===== src/rtl/id_ex_pipe_reg.sv =====
// ID/EX pipeline register with load-use hazard detection, flush squashing
// and saturating stall/flush event counters.
module id_ex_pipe_reg #(
  parameter int DATA_W = 32,
  parameter int RA_W   = 5,
  parameter int CNT_W  = 16
) (
  input  logic              clk,
  input  logic              rst,
  input  logic              id_valid,
  input  logic [9:0]        id_ctrl,
  input  logic [DATA_W-1:0] id_rd1,
  input  logic [DATA_W-1:0] id_rd2,
  input  logic [DATA_W-1:0] id_imm,
  input  logic [DATA_W-1:0] id_pc4,
  input  logic [RA_W-1:0]   id_rs,
  input  logic [RA_W-1:0]   id_rt,
  input  logic [RA_W-1:0]   id_rd,
  input  logic              flush,
  output logic              stall,
  output logic              ex_valid,
  output logic [9:0]        ex_ctrl,
  output logic [DATA_W-1:0] ex_rd1,
  output logic [DATA_W-1:0] ex_rd2,
  output logic [DATA_W-1:0] ex_imm,
  output logic [DATA_W-1:0] ex_pc4,
  output logic [RA_W-1:0]   ex_rs,
  output logic [RA_W-1:0]   ex_rt,
  output logic [RA_W-1:0]   ex_rd,
  output logic [CNT_W-1:0]  stall_cnt,
  output logic [CNT_W-1:0]  flush_cnt
);

  // Bit positions inside the controller bundle
  localparam int JUMP     = 8;
  localparam int MEMREAD  = 6;
  localparam int MEMWRITE = 2;
  localparam int ALUSRC   = 1;

  localparam logic [CNT_W-1:0] CNT_MAX = '1;
  localparam logic [CNT_W-1:0] CNT_ONE = {{(CNT_W-1){1'b0}}, 1'b1};

  logic              exValid_q, exValid_d;
  logic [9:0]        exCtrl_q, exCtrl_d;
  logic [DATA_W-1:0] exRd1_q, exRd1_d, exRd2_q, exRd2_d;
  logic [DATA_W-1:0] exImm_q, exImm_d, exPc4_q, exPc4_d;
  logic [RA_W-1:0]   exRs_q, exRs_d, exRt_q, exRt_d, exRd_q, exRd_d;
  logic [CNT_W-1:0]  stallCnt_q, stallCnt_d, flushCnt_q, flushCnt_d;

  logic rsUsed, rtUsed, hazard;

  // A load in EX whose destination feeds a source the ID instruction reads
  assign rsUsed = ~id_ctrl[JUMP];
  assign rtUsed = ~id_ctrl[ALUSRC] | id_ctrl[MEMWRITE];
  assign hazard = id_valid & exValid_q & exCtrl_q[MEMREAD] & (exRt_q != '0) &
                  ((rsUsed & (exRt_q == id_rs)) | (rtUsed & (exRt_q == id_rt)));
  assign stall  = hazard & ~flush;

  always_comb begin
    exValid_d  = 1'b0;
    exCtrl_d   = '0;
    exRd1_d    = '0;
    exRd2_d    = '0;
    exImm_d    = '0;
    exPc4_d    = '0;
    exRs_d     = '0;
    exRt_d     = '0;
    exRd_d     = '0;
    stallCnt_d = stallCnt_q;
    flushCnt_d = flushCnt_q;
    // Flush and stall both leave an all-zero bubble; otherwise load ID
    if (!flush && !hazard) begin
      exValid_d = id_valid;
      exCtrl_d  = id_valid ? id_ctrl : 10'b0;
      exRd1_d   = id_rd1;
      exRd2_d   = id_rd2;
      exImm_d   = id_imm;
      exPc4_d   = id_pc4;
      exRs_d    = id_rs;
      exRt_d    = id_rt;
      exRd_d    = id_rd;
    end
    if (stall && stallCnt_q != CNT_MAX) stallCnt_d = stallCnt_q + CNT_ONE;
    if (flush && flushCnt_q != CNT_MAX) flushCnt_d = flushCnt_q + CNT_ONE;
  end

  always_ff @(posedge clk) begin
    if (rst) begin
      exValid_q  <= 1'b0;
      exCtrl_q   <= '0;
      exRd1_q    <= '0;
      exRd2_q    <= '0;
      exImm_q    <= '0;
      exPc4_q    <= '0;
      exRs_q     <= '0;
      exRt_q     <= '0;
      exRd_q     <= '0;
      stallCnt_q <= '0;
      flushCnt_q <= '0;
    end else begin
      exValid_q  <= exValid_d;
      exCtrl_q   <= exCtrl_d;
      exRd1_q    <= exRd1_d;
      exRd2_q    <= exRd2_d;
      exImm_q    <= exImm_d;
      exPc4_q    <= exPc4_d;
      exRs_q     <= exRs_d;
      exRt_q     <= exRt_d;
      exRd_q     <= exRd_d;
      stallCnt_q <= stallCnt_d;
      flushCnt_q <= flushCnt_d;
    end
  end

  assign ex_valid  = exValid_q;
  assign ex_ctrl   = exCtrl_q;
  assign ex_rd1    = exRd1_q;
  assign ex_rd2    = exRd2_q;
  assign ex_imm    = exImm_q;
  assign ex_pc4    = exPc4_q;
  assign ex_rs     = exRs_q;
  assign ex_rt     = exRt_q;
  assign ex_rd     = exRd_q;
  assign stall_cnt = stallCnt_q;
  assign flush_cnt = flushCnt_q;

endmodule


===== config.mk =====
export PLATFORM = sky130hd
export DESIGN_NAME = id_ex_pipe_reg
export DESIGN_NICKNAME = d
export VERILOG_FILES = /design/src/rtl/id_ex_pipe_reg.sv
export SDC_FILE = /design/constraint.sdc
export NUM_CORES = 1
export LEC_CHECK = 0
export CORE_AREA = 2 2 135 137
export CTS_BUF_LIST = sky130_fd_sc_hd__clkbuf_8
export DETAILED_ROUTE_END_ITERATION = 10
export DIE_AREA = 0 0 137 139
export GPL_TIMING_DRIVEN = 0
export PLACE_DENSITY_LB_ADDON = 0.25
export SLEW_MARGIN = 20
export SYNTH_ARGS = -nofsm -noshare
export SYNTH_HDL_FRONTEND = slang
export SYNTH_SLANG_ARGS = --single-unit

===== constraint.sdc =====
create_clock -name clk -period 3.2 [get_ports clk]
set_input_delay 0.96 -clock clk [delete_from_list [all_inputs] [get_ports clk]]
set_output_delay 0.96 -clock clk [all_outputs]
set_load 0.01 [all_outputs]

---- Yosys cells after proc, flatten, opt, wreduce, memory -nomap -nowiden ----
Cells that the tools add are included.
storage, ports and cells
  output and inout bits ................... 187
  input port bits ......................... 157
  flip-flop bits (word level) ............. 186
  word-level logic and storage cells ...... 39
operators by class
  add/subtract/negate cells ............... 2
  eq/ne operators ......................... 4
  reduce and logical (&&, ||, !) cells .... 8
  bitwise logic cells ..................... 14
operators with widths
  kind                                           count
  adder 16 x 1 -> 16 bit, second input constant  2
  inequality test 16 bit, second input constant  2
  == test 5 bit                                  2
  AND 1 bit                                      7
  NOT 1 bit                                      5
  nonzero test 5 bit                             1
  logical AND 1 bit                              3
  OR reduction 3 bit                             1
  zero test 1 bit                                2
  bitwise OR 1 bit                               2
  OR reduction 2 bit                             1

---- Depth between registers and ports, before layout ----
Gate-level depths: netlist of the first run.
  depth after elaboration ................. 9
  depth in mapped cells ................... 8
  depth with buffers taken out ............ 6

---- Least setup slack after synthesis of the first run ----
OpenSTA, ideal clock, no wires.
  path kind ............................... input -> output
  start point ............................. in id_rs[2]
  end point ............................... out stall
  stages on the path ...................... 6
  arrival ................................. 2.152 ns
  required time ........................... 2.240 ns
  path slack .............................. 0.088 ns
  path buffers ............................ 2
  cells stage by stage .................... xnor2_1 > nand4_1 > o32a_1 > clkbuf_1 > clkbuf_1 > nor2_1
between the ends
  cells in the longest elaborated chain, start to end .. 5
ends and longest elaborated chain
  element             line  source
  start: declaration  16    input logic [RA_W-1:0] id_rs,
  == test 5 bit       56    ((rsUsed & (exRt_q == id_rs)) | (rtUsed & (exRt_q == id_rt)));
  AND 1 bit           56
  bitwise OR 1 bit    56
  AND 1 bit           55    assign hazard = id_valid & exValid_q & exCtrl_q[MEMREAD] & (exRt_q != '0) &
  AND 1 bit           57    assign stall = hazard & ~flush;
  end: declaration    20    output logic stall,
No other way between the ends.

---- Final worst setup path of the first run ----
  start point ............................. in id_valid
  end point ............................... out stall
between the ends
  cells in the longest elaborated chain, start to end .. 5
ends and longest elaborated chain
  element                 line  source
  start: declaration      10    input logic id_valid,
  AND 1 bit (4 in a row)  55
  AND 1 bit               57
No other way between the ends.

==> run summary, run 1 <==
Worst EP required -> 2.24 ns
Slew @ Worst Pin -> 0.637 ns
Max layer used -> met4
Post-DRT Antenna Nets -> 0
Number of buffers created by CTS -> 17
Initial antenna violation count -> 5
Placed instance area -> 9690 um^2
Vias in the first global route -> 4,845
Clock root cell -> clkbuf_8
I/O pin count -> 344
Register Area -> 3720 um^2
DRC -> 0
Top-area cell type share of the netlist area -> 62.3%
Htree depth -> 4
CTS sink count -> 186
Clock transition at the registers of the reported paths -> 0.09 ns
Number of I/O port buffers -> 342
Hpwl dp -> 14,400 um
WL met2 -> 8940 um
Initial core utilization -> 33.9%
Slew Limit Fails -> 0
Count of cell types in the netlist -> 38
CTS tree -> yes
Post-synth top area cell -> dfxtp_1
Type of the tightest min-delay check -> reg -> reg
M1 WL -> 7040 um
Final #Nets -> 1,062
Placeable Area -> 17,700 um^2
Die Width -> 137 um
Die Height -> 139 um
Post-route minimum period -> 3.12 ns
Status -> finished, final reports clean
Seq/Total Area, Yosys -> 62.3%
Commonest non-fill, non-tap cell in the layout -> clkdlybuf4s50_1
Fin crit share -> 97.4%
Largest net degree at the start of global routing -> 19
First-pass GRT wire length -> 27,400 um
Clock Tree Buf Depth -> 2
Core Rows -> 49
Cells after Synth -> 541
CP Launch Type -> primary input
WL/cell -> 16.0 um
Total GRT Usage -> 19.0%
Finished Cell Area -> 10,200 um^2
Maxcap violations -> 0
Clk_lat worst skew -> 0.45 ns
Hold_buf cts -> 0
Routed via count -> 5,053
GP Congestion -> 0.837
Kind of critical path -> in -> out
CP endpoint kind -> output port
DR iter-0 viols -> 190
Crit-path max FO -> 3
Routed wl met3 -> 1870 um
Final WL -> 18,300 um
P&R area growth vs syn -> 69.8%
Vias per cell -> 4.40
P_leak -> 3.88 nW
Leading post-synthesis cells by cell area -> dfxtp_1 (62%), and2_1 (15%), and3_1 (1.8%)
FILL cells -> 1,564
Fin cells -> 1,149
Async S/R FF share, synth -> 0%
Hold Vio Cnt, Final -> 0
First-pass DRT Iterations -> 4
Total grt overflow -> 0
Multi-input gate area -> 2080 um^2
Placed Cells -> 1,112
Ys flop type -> dfxtp_1
Most frequent cells in the layout -> clkdlybuf4s50_1 (328), dfxtp_1 (186), and2_1 (148)
Syn Nets -> 700
Clk_skew -> 0.0162 ns
Rel. slew slack -> 57.1%
Syn_area_per_cell -> 11.1 um^2
Share of layout cells above drive strength 1 -> 6.33%
Synth Warn # -> 0
Critical Path AT -> 2.16 ns
Pwr dens -> 450 nW/um^2
Synthesized area -> 5980 um^2
Max frequency -> 0.321 GHz
RSZ-0062 raised after global routing -> false
VDD IR max -> 0.320 mV
Die area -> 19,000 um^2
Count of state elements after synthesis -> 186
Number of synthesized flops with an enable pin -> 0
Setup violators final -> 0
critical path: stages:
cell             delay [ns]
clkdlybuf4s50_1        0.49
nand3_1                0.17
a211o_4                0.33
nor2_2                 0.08
buf_2                  0.13
through the flow:
stage	utilization (%)	total power, W	worst slack [ns]	setup TNS (ns)	hold WS, ns
after floorplan	-	0.00262	0.0878	0	0.504
after global placement	54.9	0.00300	-1.21	-5.00	0.492
after detailed placement	54.9	0.00300	-1.17	-8.53	0.507
after CTS	57.5	0.00465	0.00618	0	0.523
after global routing	57.5	0.00477	0.00114	0	0.537
final	57.5	0.00457	0.0847	0	0.522
kinds of logic (layout without fill, tap and decap cells):
logic type | count (synthesis) | count (layout) | share of synthesized area (%)
XOR/XNOR | 20 | 20 | 2.93
AO/OA/AOI/OAI | 48 | 48 | 5.34
adder cells (fa/ha/maj) | 2 | 2 | 0.419
flip-flops | 186 | 186 | 62.3
buffers and inverters | 35 | 410 | 3.24
AND/OR/NAND/NOR | 247 | 247 | 25.3
other | 0 | 4 | 0
multiplexers | 3 | 3 | 0.523
sequential cells by signal, summed over array words and instances (netlist names):
signal,cells
ex_rd1,32
ex_rt,5
ex_valid,1
ex_rd,5
ex_rd2,32
ex_imm,32
ex_ctrl,10
stall_cnt,16
ex_pc4,32
flush_cnt,16
ex_rs,5
layer usage:
layer | GRT usage, % | vias to the layer above
li1 | - | 2531
met1 | 21.2 | 2238
met2 | 32.4 | 252
met3 | 7.46 | 32
met4 | 7.11 | 0
met5 | 0 | -
synthesized netlist by cell type (3+ instances only):
library cell and n:
xor2_1 10, clkbuf_1 17, nor2_1 18, and4_1 7, nand4_1 10, or3_1 3, o21ai_0 5, o31a_1 3
and2_1 148, o211ai_1 4, nor4_1 5, dfxtp_1 186, inv_1 6, buf_6 8, a21oi_1 16, o31ai_1 13
nand3_1 13, or4_1 13, nand2_1 6, and3_1 17, xnor2_1 10
layout make-up:
type	count	share of cell area, %
flip-flops and latches	186	36.7
plain buffers	27	1.82
repair buffers	345	33.7
inverters	6	0.222
multi-input cells	320	20.5
clock buffers	19	2.58
clock inverters	13	1.59
diodes	4	0.0986
well taps	229	2.82
path summary, 6_finish.rpt:
check	start	endpoint	slack, ns	depth (start not counted)
max	id_valid	stall	0.08	5
min	stall_cnt[13]$_SDFFE_PP0P_	stall_cnt[13]$_SDFFE_PP0P_	0.52	2
max reg2reg	ex_rt[3]$_SDFF_PP0_	ex_ctrl[4]$_SDFF_PP0_	0.82	8
min reg2reg	stall_cnt[13]$_SDFFE_PP0P_	stall_cnt[13]$_SDFFE_PP0P_	0.52	2
where the power goes:
part	leakage, nW	internal (W)	switching [W]
Combinational	2.15	0.000349	0.000175
Sequential	1.52	0.00239	0.0000261
Clock	0.211	0.000761	0.000869
Total	3.88	0.00350	0.00107
repair_timing:
action                     4_1_cts  5_1_grt
setup endpoints to repair        1        1
cloned                           0        0
hold endpoints to repair         0        0
resized for setup               26        9
pin swaps                        7        6
buffers inserted                 3        0
No activity file was read; power rests on OpenSTA's default activity.
==> inputs of run 2 (changes only) <==
- SETUP_SLACK_MARGIN: default -> 0.5
==> run summary, run 2 (synthesized netlist as in run 1, its figures left out) <==
Initial core utilization -> 33.9% (unchanged)
Pwr Total -> 0.00448 W (-2.0%)
I/O pin count -> 344 (unchanged)
Hold_buf cts -> 0 (unchanged)
Critical-path cell list -> clkdlybuf4s50_1 > a211o_1 > buf_6 > nor2_4 > buf_6
Type of the tightest min-delay check -> reg -> reg
DRC -> 0 (unchanged)
Final #Nets -> 1,066 (+0.38%)
Pre-CTS setup slack -> -0.930 ns (+0.242 ns)
WL/cell -> 15.9 um (-0.18%)
CTS sink count -> 186 (unchanged)
Hold Path Depth -> 2 (unchanged)
Hold Vio Cnt, Final -> 0 (unchanged)
Clock transition at the registers of the reported paths -> 0.10 ns (about the same)
R2R Setup Slk -> 0.88 ns (+0.06 ns)
Die area -> 19,000 um^2 (unchanged)
Slowest library cell on the worst path -> clkdlybuf4s50_1
FF-to-FF End -> ex_ctrl[4]$_SDFF_PP0_
Setup violators final -> 0 (unchanged)
FILL cells -> 1,556 (-0.51%)
Most frequent CP cell -> buf_6
Clk_lat worst skew -> 0.46 ns (about the same)
Vias per cell -> 4.49 (+2.0%)
P_leak -> 3.89 nW (+0.40%)
Vias in the first global route -> 5,136 (+6.0%)
CP endpoint kind -> output port
Placeable Area -> 17,700 um^2 (unchanged)
Max frequency -> 0.325 GHz (+1.4%)
Worst EP required -> 2.24 ns (about the same)
Largest net degree at the start of global routing -> 18 (-1)
Share of layout cells above drive strength 1 -> 7.93% (+1.6 points)
DR iter-0 viols -> 179 (-5.8%)
Post-Route Setup TNS -> 0 ns (unchanged)
Delay-heaviest family, CP -> buffers and inverters
Die Height -> 139 um (unchanged)
R2r worst-path depth -> 8 (unchanged)
Maxcap violations -> 0 (unchanged)
Die Width -> 137 um (unchanged)
P&R area growth vs syn -> 70.6%
Status -> finished, final reports clean
CTS tree -> yes
Clock root cell -> clkbuf_8
Final worst-path setup slack -> 0.128 ns (+0.0430 ns)
Slew Limit Fails -> 0 (unchanged)
Crit-path max FO -> 10 (+7)
RSZ-0062 raised after global routing -> true
Worst Path Buf+Inv -> 3 (+1)
Slowest stage delay, CP -> 0.45 ns (-0.04 ns)
Routed via count -> 5,169 (+2.3%)
Crit path from -> flush
Hpwl dp -> 14,400 um (+0.40%)
Worst r2r src -> ex_rt[3]$_SDFF_PP0_
VDD IR max -> 0.233 mV (-27%)
Commonest non-fill, non-tap cell in the layout -> clkdlybuf4s50_1
Most frequent cells in the layout -> clkdlybuf4s50_1 (327), dfxtp_1 (186), and2_1 (148)
Clk_skew -> 0.0174 ns (+0.00124 ns)
Initial antenna violation count -> 3 (-2)
Number of buffers created by CTS -> 17 (unchanged)
Stages on worst setup path -> 5 (unchanged)
Pwr dens -> 439 nW/um^2 (-2.4%)
Clock Tree Buf Depth -> 2 (unchanged)
Rel. slew slack -> 60.7% (+3.6 points)
First-pass DRT Iterations -> 6 (+2)
Post-route minimum period -> 3.07 ns (-0.0430 ns)
GP Congestion -> 0.816 (-2.5%)
First-pass GRT wire length -> 27,700 um (+1.3%)
Kind of critical path -> in -> out
Final WL -> 18,400 um (about the same)
Critical Path AT -> 2.11 ns (-0.05 ns)
Fin crit share -> 96.0% (-1.3 points)
Slew @ Worst Pin -> 0.584 ns (-0.0533 ns)
Post-DRT Antenna Nets -> 0 (unchanged)
CP Launch Type -> primary input
Core Util, Final -> 57.8% (+0.26 points)
Total grt overflow -> 0 (unchanged)
Number of I/O port buffers -> 342 (unchanged)
Core Rows -> 49 (unchanged)
Total GRT Usage -> 19.1% (+0.14 points)
Htree depth -> 4 (unchanged)
Crit path to -> stall
## run 2: per-stage QoR
| stage | cell area [um^2] | cells | hold WS [ns] |
|---|---|---|---|
| 2_1_floorplan | 6040 | 541 | 0.504 |
| 3_3_place_gp | 9750 | 1112 | 0.498 |
| 3_5_place_dp | 9750 | 1112 | 0.503 |
| 4_1_cts | 10200 | 1149 | 0.520 |
| 5_1_grt | 10200 | 1152 | 0.537 |
| 6_report | 10200 | 1152 | 0.518 |
## run 2: timing repair
action / in CTS / in global routing
pin swaps: 12 / 9
buffers inserted: 5 / 0
resized for setup: 55 / 7
endpoints found under the setup margin: 91 / 1
## run 2: worst min-delay path, delay by kind of cell, from the launching register on
family | cells | cell delay, ns
AOI/OAI and AO/OA | 2 | 0.13
DFF | 1 | 0.35
## run 2: area by class of cell
class / count / area [um^2] / area share [%]
sequential: 186 / 3720 / 36.5
clock inverter: 11 / 103 / 1.01
clock buffer: 21 / 289 / 2.83
tap: 229 / 287 / 2.81
buffer: 29 / 210 / 2.06
timing repair buffer: 347 / 3440 / 33.7
multi-input combinational: 320 / 2120 / 20.8
antenna: 3 / 7.51 / 0.0736
inverter: 6 / 22.5 / 0.221
## run 2: metal layers
metal / part of all wire [%] / wire (um) / GRT usage (%)
met1: 37 / 6840 / 20.3
met2: 50 / 9240 / 33.4
met3: 10 / 1850 / 7.20
met4: 2.3 / 423 / 8.46
met5: 0 / 0 / 0
## run 2: worst min path at each step
stage                                       to                  startpoint
floorplan           stall_cnt[15]$_SDFFE_PP0P_  stall_cnt[15]$_SDFFE_PP0P_
global placement     stall_cnt[6]$_SDFFE_PP0P_   stall_cnt[6]$_SDFFE_PP0P_
detailed placement   stall_cnt[6]$_SDFFE_PP0P_   stall_cnt[6]$_SDFFE_PP0P_
CTS                  stall_cnt[6]$_SDFFE_PP0P_   stall_cnt[6]$_SDFFE_PP0P_
global route        stall_cnt[10]$_SDFFE_PP0P_  stall_cnt[10]$_SDFFE_PP0P_
finish               stall_cnt[6]$_SDFFE_PP0P_   stall_cnt[6]$_SDFFE_PP0P_
## run 2: where the power goes
group	internal [W]	total [W]	switching (W)	leakage, nW
clock	0.000647	0.00153	0.000881	0.191
combinational	0.000356	0.000532	0.000176	2.18
sequential	0.00239	0.00242	0.0000284	1.52
==> inputs of run 3 (changes only) <==
- SETUP_SLACK_MARGIN: 0.5 -> default
==> results of run 3 <==
No change in the layout: final DEF, timing and power equal those of run 1.
==> variant: new RTL, settings of run 1 <==
`CNT_W`: 16 -> 12.
--- a/src/rtl/id_ex_pipe_reg.sv
+++ b/src/rtl/id_ex_pipe_reg.sv
@@ -3,7 +3,7 @@
 module id_ex_pipe_reg #(
   parameter int DATA_W = 32,
   parameter int RA_W   = 5,
-  parameter int CNT_W  = 16
+  parameter int CNT_W  = 12
 ) (
   input  logic              clk,
   input  logic              rst,
Interface: changed (resized flush_cnt and stall_cnt); port bits go from 344 to 336. No check against the original RTL was run, so the function may have changed too.
==> variant against run 1 <==
Fmax fell by 0.29%; global-route usage fell by 1.5 points; largest cell class unchanged; synthesized area shrank 8.3%; power decreased by 5.2%; sequential power is 4% lower; hold slack lost 9.7 ps; final area down 6.4%; setup slack worse by 9.2 ps; sequential cell count shrank 8; wire length shrank 8.4%.
==> variant: results (changes against run 1) <==
status:
  outcome: "completed"
critical_path:
  max_stage_delay_ps: 490  # about the same
  cp.arrival_ps: 2160  # about the same
  worst-r2r-setup-slack_ps: 760  # -60 ps
  r2r-end: "ex_rd2[3]"
  worstReg2RegStart: "ex_rt[1]"
  r2r_cells: 10  # +2
  critical_path.top_delay_family: "buffers and inverters"
  cp_max_fo: 3  # unchanged
  cp_slowest_cell: "clkdlybuf4s50_1"
grt:
  grt_max_degree: 19  # unchanged
  first_global_vias: 4412  # -8.9%
  grtUsageTotal_pct: 17.5  # -1.5 points
  antenna_found_initial: 2  # -3
  grt_pass1_wl_um: 24700  # -9.7%
detailed_routing:
  drt_iter0_drc: 145  # -24%
  route.detailed.drc: 0  # unchanged
  drtPass1Iterations: 4  # unchanged
  wl_um: 16800  # -8.4%
  vias_per_cell: 4.18  # -5.0%
pwr:
  finalPower_mw: 4.33  # -5.2%
  leakage_nw: 3.65  # -5.8%
  ir_drop_mv: 0.245  # -23%
place:
  portBuffers: 333  # -2.6%
  place_congestion: 0.792  # -5.4%
  dp_worst_setup_slack_ps: -1290  # -119 ps
  hpwl_um: 13300  # -7.4%
worst_hold_path:
  min_from: "stall_cnt[1]"
  min_to: "stall_cnt[1]"
  hold_path_class: "reg -> reg"
  min_path_cells: 2  # unchanged
timing:
  worstMarginPinSlew_ps: 749  # +112 ps
  finClkSkew_ps: 14.2  # -2.01 ps
  holdWs_ps: 512  # -9.66 ps
cts:
  path_clk_slew_ps: 100
  cts_root_buf: "clkbuf_8"
  htree_levels: 4  # unchanged
  clk_latency_ps: 460
  clockBufferDepth: 2  # unchanged
  cts_made_buffers: 17  # unchanged
synthesis:
  ys_seq_area_share_pct: 65.0  # +2.7 points
  synth.distinct_cells: 38  # unchanged
  ys_top_cells_by_area: "dfxtp_1, and2_1, xnor2_1"
  synth-warning-count: 0  # unchanged
  synth_flop_cell: "dfxtp_1"
  async_reset_ff_share_pct: 0  # unchanged
  syn-num-nets: 648  # -7.4%
  synth_common_cells: "dfxtp_1, and2_1, nor2_1, xnor2_1, clkbuf_1"
cells_and_area:
  layout.nets: 1002  # -5.6%
  layout-drive-gt1-share_pct: 6.66  # +0.33 points
variant: repair_timing:
action | CTS | global route
setup endpoints to repair | 1 | 1
pin swaps | 7 | 7
buffers inserted | 2 | 2
gates resized for setup | 28 | 5
variant: per-layer routing:
metal / part of all wire (%) / GRT usage (%) / vias to the layer above
li1: - / - / 2299
met4: 2.2 / 6.62 / 2
met3: 10 / 7.75 / 29
met1: 36 / 17.7 / 1992
met2: 51 / 31.1 / 213
met5: 0.095 / 0 / -
variant: power by group:
part           internal [mW]  switching (mW)
registers               2.29          0.0259
logic                  0.340           0.163
clock network          0.639           0.874
total                   3.27            1.06
variant: area by class of cell:
type	count	area, sq um
fill	1597	8150
tap	229	287
timing repair buffer	337	3330
sequential	178	3560
inverter	4	15.0
buffer	23	104
antenna	1	2.50
clock inverter	15	151
multi-input combinational	282	1820
clock buffer	17	234
variant: logic make-up after synthesis:
logic type | share of synthesized area (%)
fa+ha+maj | 0.456
xor+xnor | 3.04
simple gates | 25.0
flops | 65.0
compound gates | 3.56
mux | 0.616
buf+inv | 2.33
variant: how the worst max path moves through the flow:
stage / from / end / slack (ps) / cells after the start
after floorplan: id_rs[2] / stall / 40 / 6
after global placement: id_rs[4] / stall / -1310 / 8
after detailed placement: id_rs[4] / stall / -1290 / 8
after CTS: id_rs[2] / stall / 1 / 7
after global routing: id_ctrl[2] / stall / -0.06 / 5
final: id_ctrl[2] / stall / 80 / 5
variant: metrics by stage:
stage | TNS, ps | instances | area, sq um
4_1_cts | 0 | 1084 | 9510
2_1_floorplan | 0 | 489 | 5480
6_report | 0 | 1086 | 9510
5_1_grt | -0.0568 | 1085 | 9500
3_3_place_gp | -4580 | 1051 | 9100
3_5_place_dp | -6200 | 1051 | 9100
variant: worst reg2reg max path, stage by stage (launching register included):
cell and delay [ps]:
dfxtp_1 440, xnor2_1 150, nand4_1 120, o32a_1 440, buf_4 160, buf_4 130
o21a_1 170, buf_4 180, buf_4 190, clkbuf_2 180, and2_1 180
